## config.mk

```make
export PLATFORM = sky130hd
export DESIGN_NAME = z16_load_store_unit
export DESIGN_NICKNAME = d
export VERILOG_FILES = /design/src/rtl/z16_load_store_unit.sv
export SDC_FILE = /design/constraint.sdc
export NUM_CORES = 1
export LEC_CHECK = 0
export CAP_MARGIN = 15
export CELL_PAD_IN_SITES_DETAIL_PLACEMENT = 0
export CELL_PAD_IN_SITES_GLOBAL_PLACEMENT = 1
export CORE_ASPECT_RATIO = 0.75
export CORE_MARGIN = 3
export CORE_UTILIZATION = 30
export CTS_CLUSTER_DIAMETER = 50
export DETAILED_ROUTE_END_ITERATION = 8
export HOLD_SLACK_MARGIN = 0.03
export PLACE_DENSITY_LB_ADDON = 0.08
export SLEW_MARGIN = 20
export SYNTH_ARGS = -nofsm -noshare
export SYNTH_HDL_FRONTEND = slang
export SYNTH_SLANG_ARGS = --single-unit
export TNS_END_PERCENT = 10
```

## constraint.sdc

```tcl
create_clock -name i_clk -period 3.9 [get_ports i_clk]
set_clock_uncertainty 0.1 [all_clocks]
set_input_delay 0.78 -clock i_clk [delete_from_list [all_inputs] [get_ports i_clk]]
set_output_delay 0.78 -clock i_clk [all_outputs]
set_load 0.02 [all_outputs]
```

## src/rtl/z16_load_store_unit.sv

```systemverilog
// Z16 load/store unit: sequences word/byte loads and stores onto a combinational-read data memory.
// Optional macro Z16_LSU_BYTE_EN enables byte accesses (byte stores use a read-modify-write pair).
module z16_load_store_unit (
   input  logic        i_clk,
   input  logic        i_rst,
   input  logic        i_req_valid,
   output logic        o_req_ready,
   input  logic        i_req_we,
   input  logic        i_req_byte,
   input  logic [15:0] i_req_addr,
   input  logic [15:0] i_req_wdata,
   output logic        o_resp_valid,
   output logic [15:0] o_resp_rdata,
   output logic        o_err,
   output logic [15:0] o_mem_addr,
   output logic        o_mem_wen,
   output logic [15:0] o_mem_wdata,
   input  logic [15:0] i_mem_rdata
);

   typedef enum logic [2:0] {
      ST_IDLE      = 3'd0,
      ST_LOAD      = 3'd1,
      ST_STORE     = 3'd2,
      ST_RMW_READ  = 3'd3,
      ST_RMW_WRITE = 3'd4,
      ST_RESP      = 3'd5
   } state_t;

   state_t      state_r;
   state_t      state_next_s;
   logic [15:0] addr_r;
   logic [15:0] wdata_r;
   logic        we_r;
   logic        byte_r;
   logic [15:0] rdata_r;
   logic        resp_valid_r;
   logic        err_r;
   logic        req_byte_s;
   logic        misaligned_s;
   logic        accept_s;
   logic        ready_s;
   logic [15:0] mem_addr_s;
   logic [15:0] mem_wdata_s;
   logic        mem_wen_s;

   // Selected byte lane of a word, zero-extended; hi selects [15:8].
   function automatic logic [15:0] extract_lane(input logic [15:0] word, input logic hi);
      if (hi) begin
         extract_lane = {8'h00, word[15:8]};
      end else begin
         extract_lane = {8'h00, word[7:0]};
      end
   endfunction

`ifdef Z16_LSU_BYTE_EN
   logic [15:0] merged_r;

   // Word with the selected byte lane replaced by new data.
   function automatic logic [15:0] merge_lane(input logic [15:0] word, input logic [7:0] lane_data,
                                              input logic hi);
      if (hi) begin
         merge_lane = {lane_data, word[7:0]};
      end else begin
         merge_lane = {word[15:8], lane_data};
      end
   endfunction

   assign req_byte_s = i_req_byte;
`else
   logic unused_req_byte_s;

   assign unused_req_byte_s = i_req_byte;
   assign req_byte_s        = 1'b0;
`endif

   assign misaligned_s = i_req_addr[0] & ~req_byte_s;
   assign accept_s     = i_req_valid & ready_s;

   // State register.
   always_ff @(posedge i_clk) begin
      if (i_rst) begin
         state_r <= ST_IDLE;
      end else begin
         state_r <= state_next_s;
      end
   end

   // Next-state decode and memory-side drive for the current state.
   always_comb begin
      state_next_s = state_r;
      ready_s      = 1'b0;
      mem_addr_s   = 16'h0000;
      mem_wdata_s  = 16'h0000;
      mem_wen_s    = 1'b0;
      case (state_r)
         ST_IDLE: begin
            ready_s = 1'b1;
            if (i_req_valid) begin
               if (misaligned_s) begin
                  state_next_s = ST_RESP;
               end else if (!i_req_we) begin
                  state_next_s = ST_LOAD;
               end else if (req_byte_s) begin
                  state_next_s = ST_RMW_READ;
               end else begin
                  state_next_s = ST_STORE;
               end
            end else begin
               state_next_s = ST_IDLE;
            end
         end
         ST_LOAD: begin
            mem_addr_s   = addr_r;
            state_next_s = ST_RESP;
         end
         ST_STORE: begin
            mem_addr_s   = addr_r;
            mem_wdata_s  = wdata_r;
            mem_wen_s    = 1'b1;
            state_next_s = ST_RESP;
         end
`ifdef Z16_LSU_BYTE_EN
         ST_RMW_READ: begin
            mem_addr_s   = addr_r;
            state_next_s = ST_RMW_WRITE;
         end
         ST_RMW_WRITE: begin
            mem_addr_s   = addr_r;
            mem_wdata_s  = merged_r;
            mem_wen_s    = 1'b1;
            state_next_s = ST_RESP;
         end
`endif
         ST_RESP: begin
            state_next_s = ST_IDLE;
         end
         default: begin
            state_next_s = ST_IDLE;
         end
      endcase
   end

   // Request capture, load data, and the registered response pulse.
   always_ff @(posedge i_clk) begin
      if (i_rst) begin
         addr_r       <= 16'h0000;
         wdata_r      <= 16'h0000;
         we_r         <= 1'b0;
         byte_r       <= 1'b0;
         rdata_r      <= 16'h0000;
         resp_valid_r <= 1'b0;
         err_r        <= 1'b0;
      end else begin
         if (accept_s) begin
            addr_r  <= i_req_addr;
            wdata_r <= i_req_wdata;
            we_r    <= i_req_we;
            byte_r  <= req_byte_s;
         end
         if (state_r == ST_LOAD) begin
            rdata_r <= byte_r ? extract_lane(i_mem_rdata, addr_r[0]) : i_mem_rdata;
         end
         resp_valid_r <= (state_next_s == ST_RESP);
         // Only the IDLE->RESP shortcut is an error completion.
         err_r        <= (state_next_s == ST_RESP) && (state_r == ST_IDLE);
      end
   end

`ifdef Z16_LSU_BYTE_EN
   // Merged word for a byte store, built from the read half of the RMW pair.
   always_ff @(posedge i_clk) begin
      if (i_rst) begin
         merged_r <= 16'h0000;
      end else if (state_r == ST_RMW_READ) begin
         merged_r <= merge_lane(i_mem_rdata, wdata_r[7:0], addr_r[0]);
      end else begin
         merged_r <= merged_r;
      end
   end
`endif

   assign o_req_ready  = ready_s;
   assign o_resp_valid = resp_valid_r;
   assign o_resp_rdata = rdata_r;
   assign o_err        = err_r;
   assign o_mem_addr   = mem_addr_s;
   assign o_mem_wdata  = mem_wdata_s;
   // A write must never land in a reset cycle, even mid-store.
   assign o_mem_wen    = mem_wen_s & ~i_rst & we_r;

endmodule
```

Yosys cells after proc, flatten, opt, wreduce, memory -nomap -nowiden. Cells that the tools add are included.

Output and inout bits: 52. Word-level logic and storage cells: 25. Flip-flop bits (word level): 54. Input port bits: 53.

Reduce and logical (&&, ||, !) cells: 3. Eq/ne operators: 3. Mux-type cells: 8. Bitwise logic cells: 4.

Operators by type and width (count): 2-to-1 mux 16 bit (2); 2-to-1 mux 3 bit (2); case mux 3 bit (2 select lines) (1); AND 1 bit (3); == test 3 x 1 -> 1 bit (second input constant) (1); == test 3 x 2 -> 1 bit (second input constant) (1); == test 3 bit (second input constant) (1); zero test 3 bit (1); 2-to-1 mux 1 bit (2); 2-to-1 mux 2 bit (1); OR reduction 2 bit (1); logical AND 1 bit (1); NOT 1 bit (1).

Logic depth before layout (Yosys ltp).
Depth after elaboration: 6. Mapped depth: 6. Mapped depth without buffers: 3.

Worst setup path after synthesis. OpenSTA, ideal clock, no wires.

Path type: reg-to-output. Start point: reg state_r[1]. End point: out o_mem_wdata[10]. Slack: 1.690 ns. Path buffers: 2. Stages on the path, launching flop included: 5. Arrival time: 1.330 ns. Data required time: 3.020 ns. Cells stage by stage: dfxtp_1 buf_6 nor3b_1 clkbuf_1 and2_1.

Word-level cells in the longest chain between the ends: 2.

RTL lines: start, declared (line 30) `state_t state_r;`; start signal, assigned (line 85) `state_r <= state_next_s;`; == test 3 x 2 -> 1 bit (line 96) `case (state_r)`; 2-to-1 mux 16 bit (line 96); end, declared (line 17) `output logic [15:0] o_mem_wdata,`.

Every way passes these cells.

Final worst setup path.
Start point: reg state_r[1]. End point: out o_mem_addr[6].

Word-level cells in the longest chain between the ends: 3. Elaborated cells on any way between the ends: 4. Classes of those cells: eq/ne: 2; mux: 1; reduce/logical: 1.

RTL lines: == test 3 x 1 -> 1 bit / == test 3 x 2 -> 1 bit (equally long branches) (line 96); OR reduction 2 bit (no source line) *; 2-to-1 mux 16 bit * (line 96); end, declared (line 15) `output logic [15:0] o_mem_addr,`.

Every way passes the cells marked *; elsewhere a longest branch is shown, timed or not.

==> impl_metrics.json <==
{
  "vias": 2009,
  "ctsHoldBuffers": 0,
  "worstMarginPinSlew_ns": 0.717,
  "dieWidth_um": 105,
  "yosysTopAreaCell": "dfxtp_1",
  "grt-ovfl-total": 0,
  "dpl.hpwl_um": 3940,
  "die_h_um": 79.9,
  "endpoint_kind": "output pin",
  "synthTopCellsByArea": "dfxtp_1, nand2_1, a21oi_1, and2_1, buf_6",
  "whs_ns": 0.352,
  "hold_class": "reg -> reg",
  "leakagePower_nw": 1.22,
  "syn-cell-area_um2": 2180,
  "ys_warn_count": 0,
  "synth-seq-area-share": 0.495,
  "p_sw_w": 0.000312,
  "gr-usage-met2": 0.221,
  "clk_latency_ns": 0.29,
  "start_util": 0.315,
  "fin_tns_setup_ns": 0,
  "ir_worst_vdd_mv": 0.144,
  "postCtsSetupBuffers": 0,
  "cts_buffers": 5,
  "numPortBuffers": 103,
  "grt_first_pass_wirelength_um": 9600,
  "grt_max_degree": 52,
  "critPathMaxFanout": 9,
  "synth_edf_count": 0,
  "start_kind": "flop",
  "yosysMostFrequentCell": "nand2_1",
  "netlist_top_cells_count": "nand2_1, dfxtp_1, a21oi_1, and2_1, clkbuf_1",
  "io_pins": 105,
  "synth_top_area_share": 0.495,
  "htree_levels": 2,
  "grt_usage": 0.143,
  "clock_power_share": 0.275,
  "cts_buffer_depth": 2,
  "grt_setup_unrepaired": "false",
  "diodes": 0,
  "antenna_found_initial": 0,
  "clock-sinks": 54,
  "worst_slack_ns": 0.646,
  "num_rows": 26,
  "maxCapViolations": 0,
  "gp_congestion": 0.680,
  "avgRoutedWirePerCell_um": 12.5,
  "synth_seq_cells": 54,
  "async_reset_ff_frac": 0,
  "period_needed_ns": 3.25,
  "syn_area_per_cell_um2": 8.00,
  "p_comb_frac": 0.199,
  "clkTransAtPathRegs_ns": 0.09,
  "cts_tree": "yes",
  "routed_wl_um": 5840,
  "cts-root-buf": "clkbuf_8",
  "syn_inst": 273,
  "ant_nets": 0,
  "post-route-period-util": 0.834,
  "syn_to_final_growth_pct": 53.0,
  "gr-usage-met1": 0.184,
  "clock.fmax_mhz": 307,
  "fin_nets": 420,
  "finalSetupViolCount": 0,
  "drtPass1Iterations": 4,
  "max_slew_margin": 0.521,
  "drt_iter0_drc": 61,
  "drc": 0,
  "grt_pass1_vias": 1929,
  "pre_cts_slack_ns": 0.978,
  "grt_use_met3": 0.0598,
  "cts-resized-gates": 0,
  "internal-power_w": 0.000849,
  "drv_slew": 0,
  "fill_cells": 742,
  "p_seq_frac": 0.526,
  "vias_per_cell": 4.31,
  "crit_type": "reg -> out",
  "drive_gt1_frac": 0.0543,
  "dieArea_um2": 8350,
  "arrival_ns": 2.37,
  "powerDensity_nw_per_um2": 348,
  "synthesis.nets": 326,
  "dp_cells": 458,
  "p_sw_frac": 0.269,
  "grt-busiest-layer": "met2",
  "status": "completed",
  "post_synth_num_cell_types": 21,
  "crit_required_ns": 3.02,
  "synth_flop_cell": "dfxtp_1",
  "final_cells": 466,
  "finalHoldViolCount": 0,
  "coreArea_um2": 6930
}
==> worst max-delay path: stages, from the launching register on <==
cell	delay [ns]
dfxtp_1	0.58
xnor2_1	0.12
nor2_1	0.37
buf_4	0.25
and2_1	0.14
clkdlybuf4s50_1	0.61
==> layer usage <==
| layer | share of wire | vias up |
|---|---|---|
| li1 | - | 1056 |
| met1 | 0.48 | 888 |
| met2 | 0.43 | 60 |
| met3 | 0.088 | 5 |
| met4 | 0.0072 | 0 |
| met5 | 0 | - |
==> cells by family after synthesis <==
kind of cell	after synthesis	share of synthesized area
simple gates	144	0.317
compound gates	53	0.123
xor+xnor	1	0.00401
flops	54	0.495
buf+inv	21	0.0607
==> worst paths after layout <==
check,start,endpoint,slack [ns],cells after the start
hold reg to reg,wdata_r[8],wdata_r[8],0.35,2
setup reg to reg,state_r[2],wdata_r[12],2.20,3
setup / recovery,state_r[1],o_mem_addr[6],0.65,5
hold / removal,wdata_r[8],wdata_r[8],0.35,2
==> stage by stage <==
step | power, W | area, um2 | util
final | 0.00116 | 3340 | 0.482
after global routing | 0.00123 | 3340 | 0.482
after CTS | 0.00118 | 3330 | 0.481
after detailed placement | 0.000858 | 3240 | 0.468
after global placement | 0.000855 | 3240 | 0.468
after floorplan | 0.000751 | 2180 | -
==> sequential cells by signal, indices dropped and copies added (netlist names) <==
signal	flops
state_r	3
o_resp_rdata	16
wdata_r	16
o_err	1
we_r	1
o_resp_valid	1
addr_r	16
==> power by group through the flow <==
stage               sequential [W]  combinational (W)  clock (W)
global route              0.000617           0.000256   0.000356
finish                    0.000611           0.000231   0.000319
floorplan                 0.000630           0.000121          0
detailed placement        0.000624           0.000234          0
global placement          0.000623           0.000232          0
CTS                       0.000611           0.000235   0.000337
==> layout by cell type, fill, tap and decap left out, types with 2 or more instances in the layout <==
master | Yosys | layout
nand2_1 | 100 | 100
buf_4 | 2 | 5
and2_1 | 32 | 32
a21oi_1 | 52 | 52
clkdlybuf4s50_1 | 0 | 102
clkbuf_8 | 0 | 6
nor2_1 | 2 | 2
nor3b_2 | 2 | 2
dfxtp_1 | 54 | 54
==> layout make-up <==
cell class	count	area (um2)	share of cell area
Sequential cell	54	1080	0.324
Clock inverter	1	5.00	0.00150
Multi-Input combinational cell	198	981	0.294
Clock buffer	7	86.3	0.0259
Timing Repair Buffer	108	1060	0.318
Tap cell	98	123	0.0367
No activity file was read; power rests on OpenSTA's default activity.
